==> src/rtl/l2_request_arbiter.sv <==
// Purpose: shares the single L2 request port between the L1 dcache and L1 icache, holding each grant until L2 fulfils it.
// Latency: one arbitration cycle from request to l2_req_valid; fulfilled pulses follow l2_req_fulfilled combinationally.
// Backpressure: the losing requester waits with valid held; one idle cycle follows every completion before re-arbitration.
module l2_request_arbiter #(
   parameter int ADDR_WIDTH            = 32,
   parameter int XLEN                  = 32,
   parameter int FIXED_DCACHE_PRIORITY = 0
) (
   input  logic                  clk,
   input  logic                  reset,
   // dcache side (request type: 0 = LOAD, 1 = STORE)
   input  logic                  d_req_valid,
   input  logic                  d_req_type,
   input  logic [ADDR_WIDTH-1:0] d_req_address,
   input  logic [XLEN-1:0]       d_req_store_word,
   output logic                  d_req_fulfilled,
   // icache side, always a load
   input  logic                  i_req_valid,
   input  logic [ADDR_WIDTH-1:0] i_req_address,
   output logic                  i_req_fulfilled,
   // load data shared by both requesters
   output logic [XLEN-1:0]       req_loaded_word,
   // L2 controller side
   output logic                  l2_req_valid,
   output logic                  l2_req_type,
   output logic [ADDR_WIDTH-1:0] l2_req_address,
   output logic [XLEN-1:0]       l2_req_store_word,
   input  logic                  l2_req_fulfilled,
   input  logic [XLEN-1:0]       l2_req_loaded_word,
   // debug: 00 none, 01 dcache, 10 icache
   output logic [1:0]            grant_owner
);

   localparam logic OP_LOAD = 1'b0;

   // State codes double as the grant_owner debug encoding.
   typedef enum logic [1:0] {
      ST_IDLE    = 2'b00,
      ST_GRANT_D = 2'b01,
      ST_GRANT_I = 2'b10
   } state_e;

   state_e state_q;
   // 0 = dcache was served last, 1 = icache was served last; a tie goes to the other one.
   logic   last_grant_q;

   // Grant FSM: arbitrate in IDLE, hold the grant until L2 fulfils, then always pass through IDLE once.
   always_ff @(posedge clk) begin
      if (reset) begin
         state_q      <= ST_IDLE;
         last_grant_q <= 1'b1;
      end else begin
         case (state_q)
            ST_IDLE: begin
               if (d_req_valid && i_req_valid) begin
                  if ((FIXED_DCACHE_PRIORITY != 0) || last_grant_q) begin
                     state_q <= ST_GRANT_D;
                  end else begin
                     state_q <= ST_GRANT_I;
                  end
               end else if (d_req_valid) begin
                  state_q <= ST_GRANT_D;
               end else if (i_req_valid) begin
                  state_q <= ST_GRANT_I;
               end
            end
            ST_GRANT_D: begin
               if (l2_req_fulfilled) begin
                  last_grant_q <= 1'b0;
                  state_q      <= ST_IDLE;
               end
            end
            ST_GRANT_I: begin
               if (l2_req_fulfilled) begin
                  last_grant_q <= 1'b1;
                  state_q      <= ST_IDLE;
               end
            end
            default: begin
               state_q      <= state_e'('x);
               last_grant_q <= 1'bx;
            end
         endcase
      end
   end

   // Moore port decode from the registered state; fulfilled is gated so only the owner ever sees it.
   always_comb begin
      l2_req_valid      = 1'b0;
      l2_req_type       = OP_LOAD;
      l2_req_address    = '0;
      l2_req_store_word = '0;
      d_req_fulfilled   = 1'b0;
      i_req_fulfilled   = 1'b0;
      grant_owner       = 2'b00;
      case (state_q)
         ST_IDLE: begin
         end
         ST_GRANT_D: begin
            l2_req_valid      = 1'b1;
            l2_req_type       = d_req_type;
            l2_req_address    = d_req_address;
            l2_req_store_word = d_req_store_word;
            d_req_fulfilled   = l2_req_fulfilled;
            grant_owner       = 2'b01;
         end
         ST_GRANT_I: begin
            l2_req_valid      = 1'b1;
            l2_req_address    = i_req_address;
            i_req_fulfilled   = l2_req_fulfilled;
            grant_owner       = 2'b10;
         end
         default: begin
            l2_req_valid      = 1'bx;
            l2_req_type       = 1'bx;
            l2_req_address    = 'x;
            l2_req_store_word = 'x;
            d_req_fulfilled   = 1'bx;
            i_req_fulfilled   = 1'bx;
            grant_owner       = 2'bxx;
         end
      endcase
   end

   // Load data is only meaningful in the cycle a fulfilled pulse is high.
   assign req_loaded_word = l2_req_loaded_word;

endmodule

==> config.mk <==
export PLATFORM = sky130hd
export DESIGN_NAME = l2_request_arbiter
export DESIGN_NICKNAME = d
export VERILOG_FILES = /design/src/rtl/l2_request_arbiter.sv
export SDC_FILE = /design/constraint.sdc
export NUM_CORES = 1
export LEC_CHECK = 0
export CORE_AREA = 2 2 93 95
export CTS_BUF_LIST = sky130_fd_sc_hd__clkbuf_8
export CTS_CLUSTER_SIZE = 10
export DETAILED_ROUTE_END_ITERATION = 10
export DIE_AREA = 0 0 95 97
export GPL_ROUTABILITY_DRIVEN = 1
export MAX_ROUTING_LAYER = met4
export PLACE_DENSITY_LB_ADDON = 0.12
export SLEW_MARGIN = 10
export SYNTH_ARGS = -nofsm -noshare
export SYNTH_HDL_FRONTEND = slang
export SYNTH_SLANG_ARGS = --single-unit
==> constraint.sdc <==
create_clock -name clk -period 2.6 [get_ports clk]
set_input_delay 0.26 -clock clk [delete_from_list [all_inputs] [get_ports clk]]
set_output_delay 0.26 -clock clk [all_outputs]
set_load 0.05 [all_outputs]
==> results of run 1 <==
## kinds of logic (layout without fill, tap and decap cells)
family	Yosys count	after routing	share of synthesized area (%)
AND/OR/NAND/NOR	79	79	39.5
AO/OA/AOI/OAI	36	36	21.6
multiplexers	2	2	1.63
adder cells (fa/ha/maj)	7	7	7.13
flip-flops	3	3	4.89
buffers and inverters	49	183	25.3
## worst paths after layout
| kind | from | to | cells past startpoint |
|---|---|---|---|
| setup / recovery | state_q[0]$_SDFFE_PP0P_ | l2_req_address[20] | 5 |
| hold / removal | last_grant_q$_SDFFE_PP1P_ | last_grant_q$_SDFFE_PP1P_ | 2 |
| setup reg to reg | state_q[0]$_SDFFE_PP0P_ | state_q[1]$_SDFFE_PP0P_ | 6 |
| hold reg to reg | last_grant_q$_SDFFE_PP1P_ | last_grant_q$_SDFFE_PP1P_ | 2 |
## per-stage QoR
step	hold slack (ns)	worst slack, ns	instance area [um2]	std cells
floorplan	0.416	0.0562	1230	176
global placement	0.503	0.595	3500	411
detailed placement	0.518	0.590	3500	411
CTS	0.520	0.404	3550	415
global route	0.520	0.277	3550	415
finish	0.519	0.449	3550	415
## report_power, final
part           total [mW]  switching [mW]  leakage [nW]  internal (mW)
combinational        2.47            1.29          1.28           1.17
sequential         0.0748          0.0141        0.0248         0.0607
clock               0.135          0.0342        0.0269          0.101
## registers in the layout, summed over array words and instances (netlist names)
name          flops
state_q           2
last_grant_q      1
## layout by cell type (no fill, tap or decap)
| cell | count |
|---|---|
| sky130_fd_sc_hd__nor4_1 | 1 |
| sky130_fd_sc_hd__mux2i_1 | 2 |
| sky130_fd_sc_hd__dfxtp_1 | 3 |
| sky130_fd_sc_hd__nand2b_1 | 2 |
| sky130_fd_sc_hd__nor3b_1 | 1 |
| sky130_fd_sc_hd__buf_12 | 69 |
| sky130_fd_sc_hd__a21oi_1 | 1 |
| sky130_fd_sc_hd__o21bai_1 | 2 |
| sky130_fd_sc_hd__clkbuf_8 | 3 |
| sky130_fd_sc_hd__buf_4 | 4 |
| sky130_fd_sc_hd__o21ai_0 | 1 |
| sky130_fd_sc_hd__nor2_1 | 5 |
| sky130_fd_sc_hd__nor2b_1 | 34 |
| sky130_fd_sc_hd__inv_1 | 4 |
| sky130_fd_sc_hd__or3b_2 | 1 |
| sky130_fd_sc_hd__a22oi_1 | 32 |
| sky130_fd_sc_hd__clkdlybuf4s50_1 | 103 |
| sky130_fd_sc_hd__ha_1 | 7 |
| sky130_fd_sc_hd__and2_1 | 35 |
## worst reg2reg max path: stages (launching register included)
cell and delay (ns):
sky130_fd_sc_hd__dfxtp_1 0.40, sky130_fd_sc_hd__inv_1 0.12, sky130_fd_sc_hd__ha_1 0.45, sky130_fd_sc_hd__buf_12 0.22, sky130_fd_sc_hd__nor2b_1 0.16, sky130_fd_sc_hd__a21oi_1 0.20
sky130_fd_sc_hd__mux2i_1 0.21
## routing by layer
layer | share of wire, % | up-vias | global-route usage [%]
li1 | - | 822 | -
met1 | 36 | 777 | 14.0
met2 | 56 | 68 | 24.2
met3 | 7.1 | 6 | 2.49
met4 | 0.43 | 0 | 1.78
met5 | 0 | - | -
## layout make-up
class	instances	area share, %
multi-input combinational	124	24.2
timing repair buffer	176	68.8
clock buffer	3	1.16
tap	105	3.70
inverter	3	0.317
clock inverter	1	0.106
sequential	3	1.69
==> qor_table.md, run 1 <==
| Group | Quantity | This run |
| --- | --- | --- |
| worst setup path | Critical-path cell list | inv_1 > ha_1 > buf_12 > nor2b_1 > buf_12 |
| cts | TritonCTS clock tree | yes |
| cts | Clock Sink Count | 3 |
| placement | Number of buffer cells added on primary ports | 171 |
| sta | Maximum clock frequency | 465 MHz |
| layout | Total number of nets in the final design | 452 |
| yosys | Per-instance average area after synthesis | 6.98 um2 |
| worst setup path | Category of the critical setup timing path | reg2out |
| layout | Area used by sequential logic in the layout | 60.1 um2 |
| drt | Antenna-violating nets left | 0 |
| power | Total power | 2.68 mW |
| cts | PostCTS Resize Cnt | 0 |
| global route | GRT Residual Overflow | 0 |
| sta | Count of endpoints failing setup in the final report | 0 |
| worst setup path | Cell seen most often among critical-path stages | sky130_fd_sc_hd__buf_12 |
| die | Die height | 97 um |
| layout | Diodes inserted | 0 |
| yosys | Cell with the most instances after synthesis | sky130_fd_sc_hd__and2_1 |
| worst setup path | Kind of launch point of the worst setup path | flip-flop |
| die | Starting Density | 15.1% |
| sta | Fin. Hold Viols | 0 |
| global route | Largest net degree at the start of global routing | 35 |
| drt | First-pass DRT Iterations | 4 |
| worst setup path | Largest stage delay on the critical path | 0.50 ns |
| layout | Ratio of cells with drive above 1 in the final layout | 24.8% |
| drt | Initial DRC Count | 43 |
| worst setup path | Largest fanout of any net on the critical path | 25 |
| drt | Via density per instance | 4.03 |
| layout | Area of combinational cells with multiple inputs | 858 um2 |
| cts | Clock Latency Late Sink | 0.22 ns |
| outcome | Status | finished clean |
| worst setup path | Arrival time of the worst setup path | 1.89 ns |
| sta | Worst setup skew after layout | 0.0000984 ns |
| yosys | Distinct cells, synth | 18 |
| worst setup path | Family with the most delay on the worst path | adder cells |
| sta | Final worst path period share | 82.7% |
| power | Leak | 1.33 nW |
| drt | Drc violations | 0 |
| die | Core region area | 8130 um2 |
| cts | Htree depth | 1 |
| drt | Final routed wirelength across all metal layers | 6260 um |
| die | Floorplan row count | 33 |
| cts | Root buf cell | sky130_fd_sc_hd__clkbuf_8 |
| sta | RSZ-0062 raised after global routing | no |
| yosys | Count of flip-flops with a built-in enable after synthesis | 0 |
| worst setup path | Slowest-stage cell, CP | sky130_fd_sc_hd__ha_1 |
| flow run | Count of max-cap constraint violations | 0 |
| yosys | List of most frequent post-synthesis cells | 35 x sky130_fd_sc_hd__and2_1, 34 x sky130_fd_sc_hd__nor2b_1, 32 x sky130_fd_sc_hd__a22oi_1, 32 x sky130_fd_sc_hd__buf_4, 9 x sky130_fd_sc_hd__clkbuf_1 |
| global route | First-pass GRT wire length | 9050 um |
| sta | Post-route minimum period | 2.15 ns |
| cts | Hold-fix buffers, CTS | 0 |
| yosys | Top-area cell type share of the netlist area | 19.6% |
| power | Maximum VDD drop | 0.000421 V |
| cts | Clock-pin slew on the worst setup and hold paths | 0.03 ns |
| drt | Detail-routed net length per standard cell | 15.1 um |
| yosys | Sequential cell area fraction in the yosys report | 4.89% |
| yosys | Warnings from Yosys | 0 |
| cts | Total CTS buffers | 3 |
| power | Power Dens Cells | 754 nW/um2 |
| placement | Routability cong. | 0.730 |
| yosys | Most area-consuming cells after synthesis | sky130_fd_sc_hd__a22oi_1 20%, sky130_fd_sc_hd__buf_4 20%, sky130_fd_sc_hd__and2_1 18% |
| yosys | Dominant register cell in the synthesized netlist | sky130_fd_sc_hd__dfxtp_1 |
| die | Width of the chip | 95 um |
| drt | Detailed-route via count | 1,673 |
| yosys | Synthesized netlist cell count | 176 |
| yosys | Cell accounting for the most synthesized area | sky130_fd_sc_hd__a22oi_1 |
| yosys | Async SR Flop Fraction | 0% |
| worst setup path | Required time of the critical path | 2.34 ns |
| yosys | Flip-flop and latch count after synthesis | 3 |
| cts | Number of buffers on the longest clock path | 2 |
| layout | Core utilization of the finished layout | 43.6% |
| yosys | Net count after synthesis | 317 |
| worst setup path | Critical Path Sink Type | output port |
| sta | Final slew viol count | 0 |
| sta | Slew margin rel. | 64.3% |
| layout | Area growth syn-to-layout | 189% |
| layout | Count of fill cells added during filler insertion | 791 |
| placement | Post-detailed-placement half-perimeter wirelength | 5210 um |
| sta | Worst Max-Slew Pin Slew | 0.533 ns |
| hold path | Class of the worst hold path | reg2reg |
| worst setup path | Number of buffer and inverter instances along the worst setup path | 3 |
| die | Full die area | 9220 um2 |
| yosys | Netlist area before placement | 1230 um2 |
| sta | Total negative slack for setup checks | 0 ns |
| global route | Number of antenna violations at the first check in global routing | 0 |
| cts | Postcts setup bufs | 0 |
| global route | Total global routing track utilization | 12.8% |
| worst setup path | Worst R2R Setup Slack | 0.77 ns |
| global route | Number of global-route vias before repair | 1,611 |
| die | Io pins | 236 |
(Power assumes the default switching activity.)
==> inputs of run 2 (changes only) <==
--- a/config.mk
+++ b/config.mk
@@ -5,11 +5,11 @@
 export SDC_FILE = /design/constraint.sdc
 export NUM_CORES = 1
 export LEC_CHECK = 0
-export CORE_AREA = 2 2 93 95
+export CORE_AREA = 2 2 92 94
 export CTS_BUF_LIST = sky130_fd_sc_hd__clkbuf_8
 export CTS_CLUSTER_SIZE = 10
 export DETAILED_ROUTE_END_ITERATION = 10
-export DIE_AREA = 0 0 95 97
+export DIE_AREA = 0 0 94 96
 export GPL_ROUTABILITY_DRIVEN = 1
 export MAX_ROUTING_LAYER = met4
 export PLACE_DENSITY_LB_ADDON = 0.12
==> constraint.sdc (replaced) <==
create_clock -name clk -period 2.25 [get_ports clk]
set_input_delay 0.225 -clock clk [delete_from_list [all_inputs] [get_ports clk]]
set_output_delay 0.225 -clock clk [all_outputs]
set_load 0.05 [all_outputs]
==> run 2 against run 1 <==
Critical path depth is 1 higher. Combinational power is 21% higher. Sequential power is 16% higher. Cell area is 3.5% higher. Worst hold slack worse by 0.069 ns. Critical path type unchanged. Critical endpoint is now l2_req_store_word[21].
==> qor_table.md, run 2 (synthesis gave the netlist of run 1 again) <==
| Group | Quantity | This run |
| --- | --- | --- |
| placement | Worst slack after detailed placement | 0.460 ns |
| worst setup path | Launch point of the worst path | state_q[0]$_SDFFE_PP0P_ |
| drt | Detail-routed net length per standard cell | 14.6 um |
| worst setup path | Critical Path Sink Type | output port |
| sta | Worst setup skew after layout | 0.000561 ns |
| die | Full die area | 9020 um2 |
| layout | Diodes inserted | 0 |
| layout | Ratio of cells with drive above 1 in the final layout | 34.8% |
| sta | Post-route minimum period | 2.00 ns |
| global route | GRT Residual Overflow | 0 |
| die | Width of the chip | 94 um |
| sta | RSZ-0062 raised after global routing | no |
| sta | Count of endpoints failing setup in the final report | 0 |
| worst setup path | Cell depth of the worst flop-to-flop path | 5 |
| worst setup path | Number of buffer and inverter instances along the worst setup path | 3 |
| drt | Drc violations | 0 |
| layout | Count of fill cells added during filler insertion | 773 |
| die | Starting Density | 15.3% |
| cts | Hold-fix buffers, CTS | 0 |
| layout | Largest Register | state_q |
| cts | Total CTS buffers | 3 |
| worst setup path | Worst R2R Setup Slack | 0.71 ns |
| die | Die height | 96 um |
| die | Floorplan row count | 33 |
| drt | Initial DRC Count | 31 |
| hold path | Hold EP | req_loaded_word[12] |
| drt | Detailed-route via count | 1,720 |
| global route | Total global routing track utilization | 12.3% |
| placement | Post-detailed-placement half-perimeter wirelength | 5080 um |
| cts | Number of buffers on the longest clock path | 2 |
| worst setup path | Family with the most delay on the worst path | buffers and inverters |
| worst setup path | Arrival time of the worst setup path | 1.78 ns |
| sta | Maximum clock frequency | 500 MHz |
| worst setup path | Critical-path cell list | inv_1 > ha_1 > nor2_1 > buf_4 > and2_1 > buf_12 |
| worst setup path | Kind of launch point of the worst setup path | flip-flop |
| drt | First-pass DRT Iterations | 4 |
| placement | Cell count after placement | 411 |
| sta | Fin. Hold Viols | 0 |
| hold path | Class of the worst hold path | in2out |
| sta | Worst Max-Slew Pin Slew | 0.511 ns |
| cts | Postcts setup bufs | 0 |
| cts | PostCTS Resize Cnt | 0 |
| worst setup path | Largest fanout of any net on the critical path | 34 |
| sta | Final slew viol count | 0 |
| worst setup path | Reg-to-reg startpoint | state_q[0]$_SDFFE_PP0P_ |
| worst setup path | Category of the critical setup timing path | reg2out |
| drt | Final routed wirelength across all metal layers | 6070 um |
| sta | Final setup margin | 0.250 ns |
| global route | First-pass GRT wire length | 8400 um |
| power | Maximum VDD drop | 0.000272 V |
| global route | Number of global-route vias before repair | 1,570 |
| cts | Clock Sink Count | 3 |
| layout | Largest registers | state_q x2, last_grant_q x1 |
| global route | Largest net degree at the start of global routing | 35 |
| worst setup path | Largest stage delay on the critical path | 0.39 ns |
| flow run | Count of max-cap constraint violations | 0 |
| sta | Slew margin rel. | 65.9% |
| outcome | Status | finished clean |
| cts | Clock Latency Late Sink | 0.22 ns |
| layout | Flip-flop count of the largest register after layout | 2 |
| drt | Via density per instance | 4.14 |
| worst setup path | Slowest-stage cell, CP | sky130_fd_sc_hd__dfxtp_1 |
| layout | Most used cells in the layout excluding fill and tap cells | 102 x sky130_fd_sc_hd__clkdlybuf4s50_1, 70 x sky130_fd_sc_hd__buf_12, 35 x sky130_fd_sc_hd__and2_1 |
| layout | Commonest non-fill, non-tap cell in the layout | sky130_fd_sc_hd__clkdlybuf4s50_1 |
| die | Core region area | 8050 um2 |
| layout | Total number of nets in the final design | 452 |
| worst setup path | Reg2Reg Capture Point | state_q[0]$_SDFFE_PP0P_ |
| worst setup path | Required time of the critical path | 2.03 ns |
| cts | Clock-pin slew on the worst setup and hold paths | 0.03 ns |
| placement | Number of buffer cells added on primary ports | 171 |
| global route | Number of antenna violations at the first check in global routing | 0 |
| cts | TritonCTS clock tree | yes |
| power | Power Dens Cells | 877 nW/um2 |
| sta | Final worst path period share | 88.9% |
| layout | Count of non-filler cells in the finished layout | 415 |
| cts | Htree depth | 1 |
| hold path | Number of cells on the worst hold path | 0 |
| placement | Routability cong. | 0.699 |
| die | Io pins | 236 |
| cts | Root buf cell | sky130_fd_sc_hd__clkbuf_8 |
| hold path | Launch instance of the worst min-delay path | l2_req_loaded_word[12] |
| drt | Antenna-violating nets left | 0 |
| power | Leak | 1.37 nW |
| layout | Area growth syn-to-layout | 199% |
[run 2: cell types whose count changed in the layout (fill, tap and decap cells not counted), sizes merged]
cell,before,now
buf,73,74
clkdlybuf4s50,103,102
[run 2: worst max-delay path by stage]
| stage | to | slack (ns) | depth (start not counted) |
|---|---|---|---|
| 2_1_floorplan | l2_req_address[0] | -0.02 | 6 |
| 3_3_place_gp | l2_req_address[5] | 0.49 | 6 |
| 3_5_place_dp | l2_req_store_word[13] | 0.46 | 6 |
| 4_1_cts | l2_req_store_word[13] | 0.23 | 6 |
| 5_1_grt | l2_req_store_word[21] | 0.12 | 6 |
| 6_report | l2_req_store_word[21] | 0.25 | 6 |
[run 2: metrics by stage]
step | util (%) | power [mW] | hold slack, ns | instance area (um2) | TNS [ns]
3_3_place_gp | 45.1 | 3.09 | 0.450 | 3630 | 0
2_1_floorplan | - | 1.79 | 0.381 | 1340 | -0.0170
5_1_grt | 45.6 | 3.37 | 0.450 | 3670 | 0
6_report | 45.6 | 3.22 | 0.450 | 3670 | 0
3_5_place_dp | 45.1 | 3.09 | 0.450 | 3630 | 0
4_1_cts | 45.6 | 3.26 | 0.450 | 3670 | 0
[run 2: power by group]
part	switching, mW	total, mW	internal, mW
logic	1.53	2.98	1.45
registers	0.0164	0.0866	0.0702
clock network	0.0408	0.157	0.117
[run 2: final cells by class]
class | count | area [um2] | share of cell area [%]
clock buffer | 3 | 41.3 | 1.12
clock inverter | 1 | 3.75 | 0.102
inverter | 3 | 11.3 | 0.307
multi-input combinational | 124 | 973 | 26.5
sequential | 3 | 60.1 | 1.63
tap | 105 | 131 | 3.58
timing repair buffer | 176 | 2450 | 66.8
[run 2: per-layer routing]
metal / up-vias / track usage (%) / wire (um)
li1: 823 / - / -
met1: 758 / 14.1 / 2390
met2: 126 / 20.9 / 2950
met3: 13 / 3.29 / 650
met4: 0 / 3.74 / 84
met5: - / - / 0
==> inputs of run 3 (changes only) <==
--- a/config.mk
+++ b/config.mk
@@ -11,9 +11,11 @@
 export DETAILED_ROUTE_END_ITERATION = 10
 export DIE_AREA = 0 0 94 96
 export GPL_ROUTABILITY_DRIVEN = 1
+export GPL_TIMING_DRIVEN = 1
 export MAX_ROUTING_LAYER = met4
 export PLACE_DENSITY_LB_ADDON = 0.12
 export SLEW_MARGIN = 10
 export SYNTH_ARGS = -nofsm -noshare
 export SYNTH_HDL_FRONTEND = slang
 export SYNTH_SLANG_ARGS = --single-unit
+export TNS_END_PERCENT = 20
==> run 3 against run 2 <==
Die area is the same. Sequential power shrank 2%. Non-clock buffer count grew 1. Critical path depth shrank 2. Cell count grew 0.24%. Power shrank 2.4%. Cell area shrank 1.8%. Flip-flop and latch count is the same. Count of clock-buffer cells in the layout is the same. Sequential share of layout area is essentially flat. Clock power shrank 3%.
==> qor_table.md, run 3 (synthesis gave the netlist of run 1 again) <==
| Group | Quantity | This run |
| --- | --- | --- |
| placement | Routability cong. | 0.802 |
| power | Power Dens Cells | 872 nW/um2 |
| worst setup path | Kind of launch point of the worst setup path | flip-flop |
| worst setup path | Reg-to-reg startpoint | state_q[0]$_SDFFE_PP0P_ |
| sta | Slew margin rel. | 65.8% |
| layout | Core utilization of the finished layout | 44.8% |
| global route | GRT Residual Overflow | 0 |
| worst setup path | Category of the critical setup timing path | reg2out |
| drt | Antenna-violating nets left | 0 |
| hold path | Class of the worst hold path | in2out |
| die | Width of the chip | 94 um |
| global route | First-pass GRT wire length | 8780 um |
| cts | Htree depth | 1 |
| power | Switching power total | 1.57 mW |
| sta | Worst setup skew after layout | 0.00484 ns |
| cts | Total CTS buffers | 3 |
| global route | Number of antenna violations at the first check in global routing | 0 |
| drt | Initial DRC Count | 45 |
| flow run | Count of max-cap constraint violations | 0 |
| placement | Post-detailed-placement half-perimeter wirelength | 5090 um |
| die | Starting Density | 15.3% |
| drt | First-pass DRT Iterations | 4 |
| layout | Commonest non-fill, non-tap cell in the layout | sky130_fd_sc_hd__clkdlybuf4s50_1 |
| cts | Hold-fix buffers, CTS | 0 |
| cts | PostCTS Resize Cnt | 0 |
| worst setup path | Largest fanout of any net on the critical path | 5 |
| power | Maximum VDD drop | 0.000464 V |
| outcome | Status | finished clean |
| worst setup path | Critical Path Sink Type | output port |
| cts | Clock-pin slew on the worst setup and hold paths | 0.03 ns |
| die | Die height | 96 um |
| drt | Via density per instance | 3.98 |
| sta | Final worst path period share | 90.9% |
| global route | Largest net degree at the start of global routing | 35 |
| worst setup path | Required time of the critical path | 2.03 ns |
| layout | Count of fill cells added during filler insertion | 769 |
| layout | Most used cells in the layout excluding fill and tap cells | 103 x sky130_fd_sc_hd__clkdlybuf4s50_1, 69 x sky130_fd_sc_hd__buf_12, 35 x sky130_fd_sc_hd__and2_1 |
| worst setup path | Launch point of the worst path | state_q[0]$_SDFFE_PP0P_ |
| worst setup path | Reg2Reg Capture Point | state_q[1]$_SDFFE_PP0P_ |
| layout | Total number of nets in the final design | 453 |
| drt | Final routed wirelength across all metal layers | 6140 um |
| cts | Root buf cell | sky130_fd_sc_hd__clkbuf_8 |
| global route | Number of global-route vias before repair | 1,507 |
| layout | Diodes inserted | 0 |
| worst setup path | Arrival time of the worst setup path | 1.82 ns |
| layout | Count of non-filler cells in the finished layout | 416 |
| drt | Detail-routed net length per standard cell | 14.8 um |
| cts | Clock Sink Count | 3 |
| layout | Flip-flop count of the largest register after layout | 2 |
| worst setup path | Crit path capture | i_req_fulfilled |
| sta | Post-route minimum period | 2.05 ns |
| layout | Largest Register | state_q |
| layout | Area growth syn-to-layout | 193% |
| die | Floorplan row count | 33 |
| sta | RSZ-0062 raised after global routing | no |
| drt | Detailed-route via count | 1,657 |
| power | Gate power share | 92.5% |
| power | Leak | 1.35 nW |
| cts | Postcts setup bufs | 0 |
| cts | Number of buffers on the longest clock path | 2 |
| sta | Maximum clock frequency | 489 MHz |
| sta | Fin. Hold Viols | 0 |
| power | Internal Power | 1.58 mW |
| layout | Ratio of cells with drive above 1 in the final layout | 28.3% |
| power | Clock Power Share | 4.8% |
| layout | Largest registers | state_q x2, last_grant_q x1 |
| placement | Number of buffer cells added on primary ports | 171 |
| die | Full die area | 9020 um2 |
| worst setup path | Worst R2R Setup Slack | 0.53 ns |
| die | Io pins | 236 |
| sta | Worst Max-Slew Pin Slew | 0.511 ns |
| worst setup path | Cell depth of the worst flop-to-flop path | 6 |
| cts | Clock Latency Late Sink | 0.22 ns |
| sta | Total negative slack for setup checks | 0 ns |
| sta | Final slew viol count | 0 |
| drt | Drc violations | 0 |
| sta | Count of endpoints failing setup in the final report | 0 |
| placement | Cell count after placement | 412 |
| die | Core region area | 8050 um2 |
| global route | Total global routing track utilization | 12.9% |
| power | Register share of total power | 2.7% |
| power | Total power | 3.14 mW |
| power | Switching share of total power | 49.8% |
| sta | Worst hold margin | 0.450 ns |
| cts | TritonCTS clock tree | yes |
[run 3: layout make-up]
cell class | instances | area, um2 | share of cell area, %
Tap cell | 105 | 131 | 3.64
Sequential cell | 3 | 60.1 | 1.67
Multi-Input combinational cell | 124 | 908 | 25.2
Clock buffer | 3 | 41.3 | 1.15
Clock inverter | 1 | 3.75 | 0.104
Timing Repair Buffer | 177 | 2450 | 67.9
Inverter | 3 | 11.3 | 0.312
[run 3: power by group through the flow]
| stage | Clock, mW | Combinational (mW) | Sequential (mW) |
|---|---|---|---|
| after detailed placement | 0 | 2.94 | 0.0859 |
| after floorplan | 0 | 1.64 | 0.0831 |
| final | 0.152 | 2.91 | 0.0848 |
| after global placement | 0 | 2.93 | 0.0861 |
| after global routing | 0.170 | 3.04 | 0.0877 |
| after CTS | 0.158 | 2.94 | 0.0850 |
[run 3: worst min path at each step]
stage / startpoint / end / slack, ns / cells past startpoint
after global placement: l2_req_loaded_word[10] / req_loaded_word[10] / 0.45 / 0
after detailed placement: l2_req_loaded_word[10] / req_loaded_word[10] / 0.45 / 0
after floorplan: reset / last_grant_q$_SDFFE_PP1P_ / 0.38 / 2
after global routing: l2_req_loaded_word[2] / req_loaded_word[2] / 0.45 / 0
after CTS: l2_req_loaded_word[10] / req_loaded_word[10] / 0.45 / 0
final: l2_req_loaded_word[0] / req_loaded_word[0] / 0.45 / 0
[run 3: metrics by stage]
stage / area [um2] / setup WS (ns)
detailed placement: 3560 / 0.357
global placement: 3560 / 0.370
finish: 3610 / 0.205
CTS: 3610 / 0.157
global route: 3610 / 0.0566
floorplan: 1280 / -0.126
[run 3: layer usage]
layer | up-vias | track usage [%] | wire (um)
met3 | 4 | 2.74 | 434
met2 | 70 | 23.9 | 3360
met5 | - | - | 0
met4 | 0 | 2.17 | 54
li1 | 827 | - | -
met1 | 756 | 14.5 | 2290
[run 3: worst max-delay path: stages (launching register included)]
cell,delay (ns)
sky130_fd_sc_hd__dfxtp_1,0.34
sky130_fd_sc_hd__inv_1,0.13
sky130_fd_sc_hd__ha_1,0.20
sky130_fd_sc_hd__and2_1,0.13
sky130_fd_sc_hd__clkdlybuf4s50_1,0.80
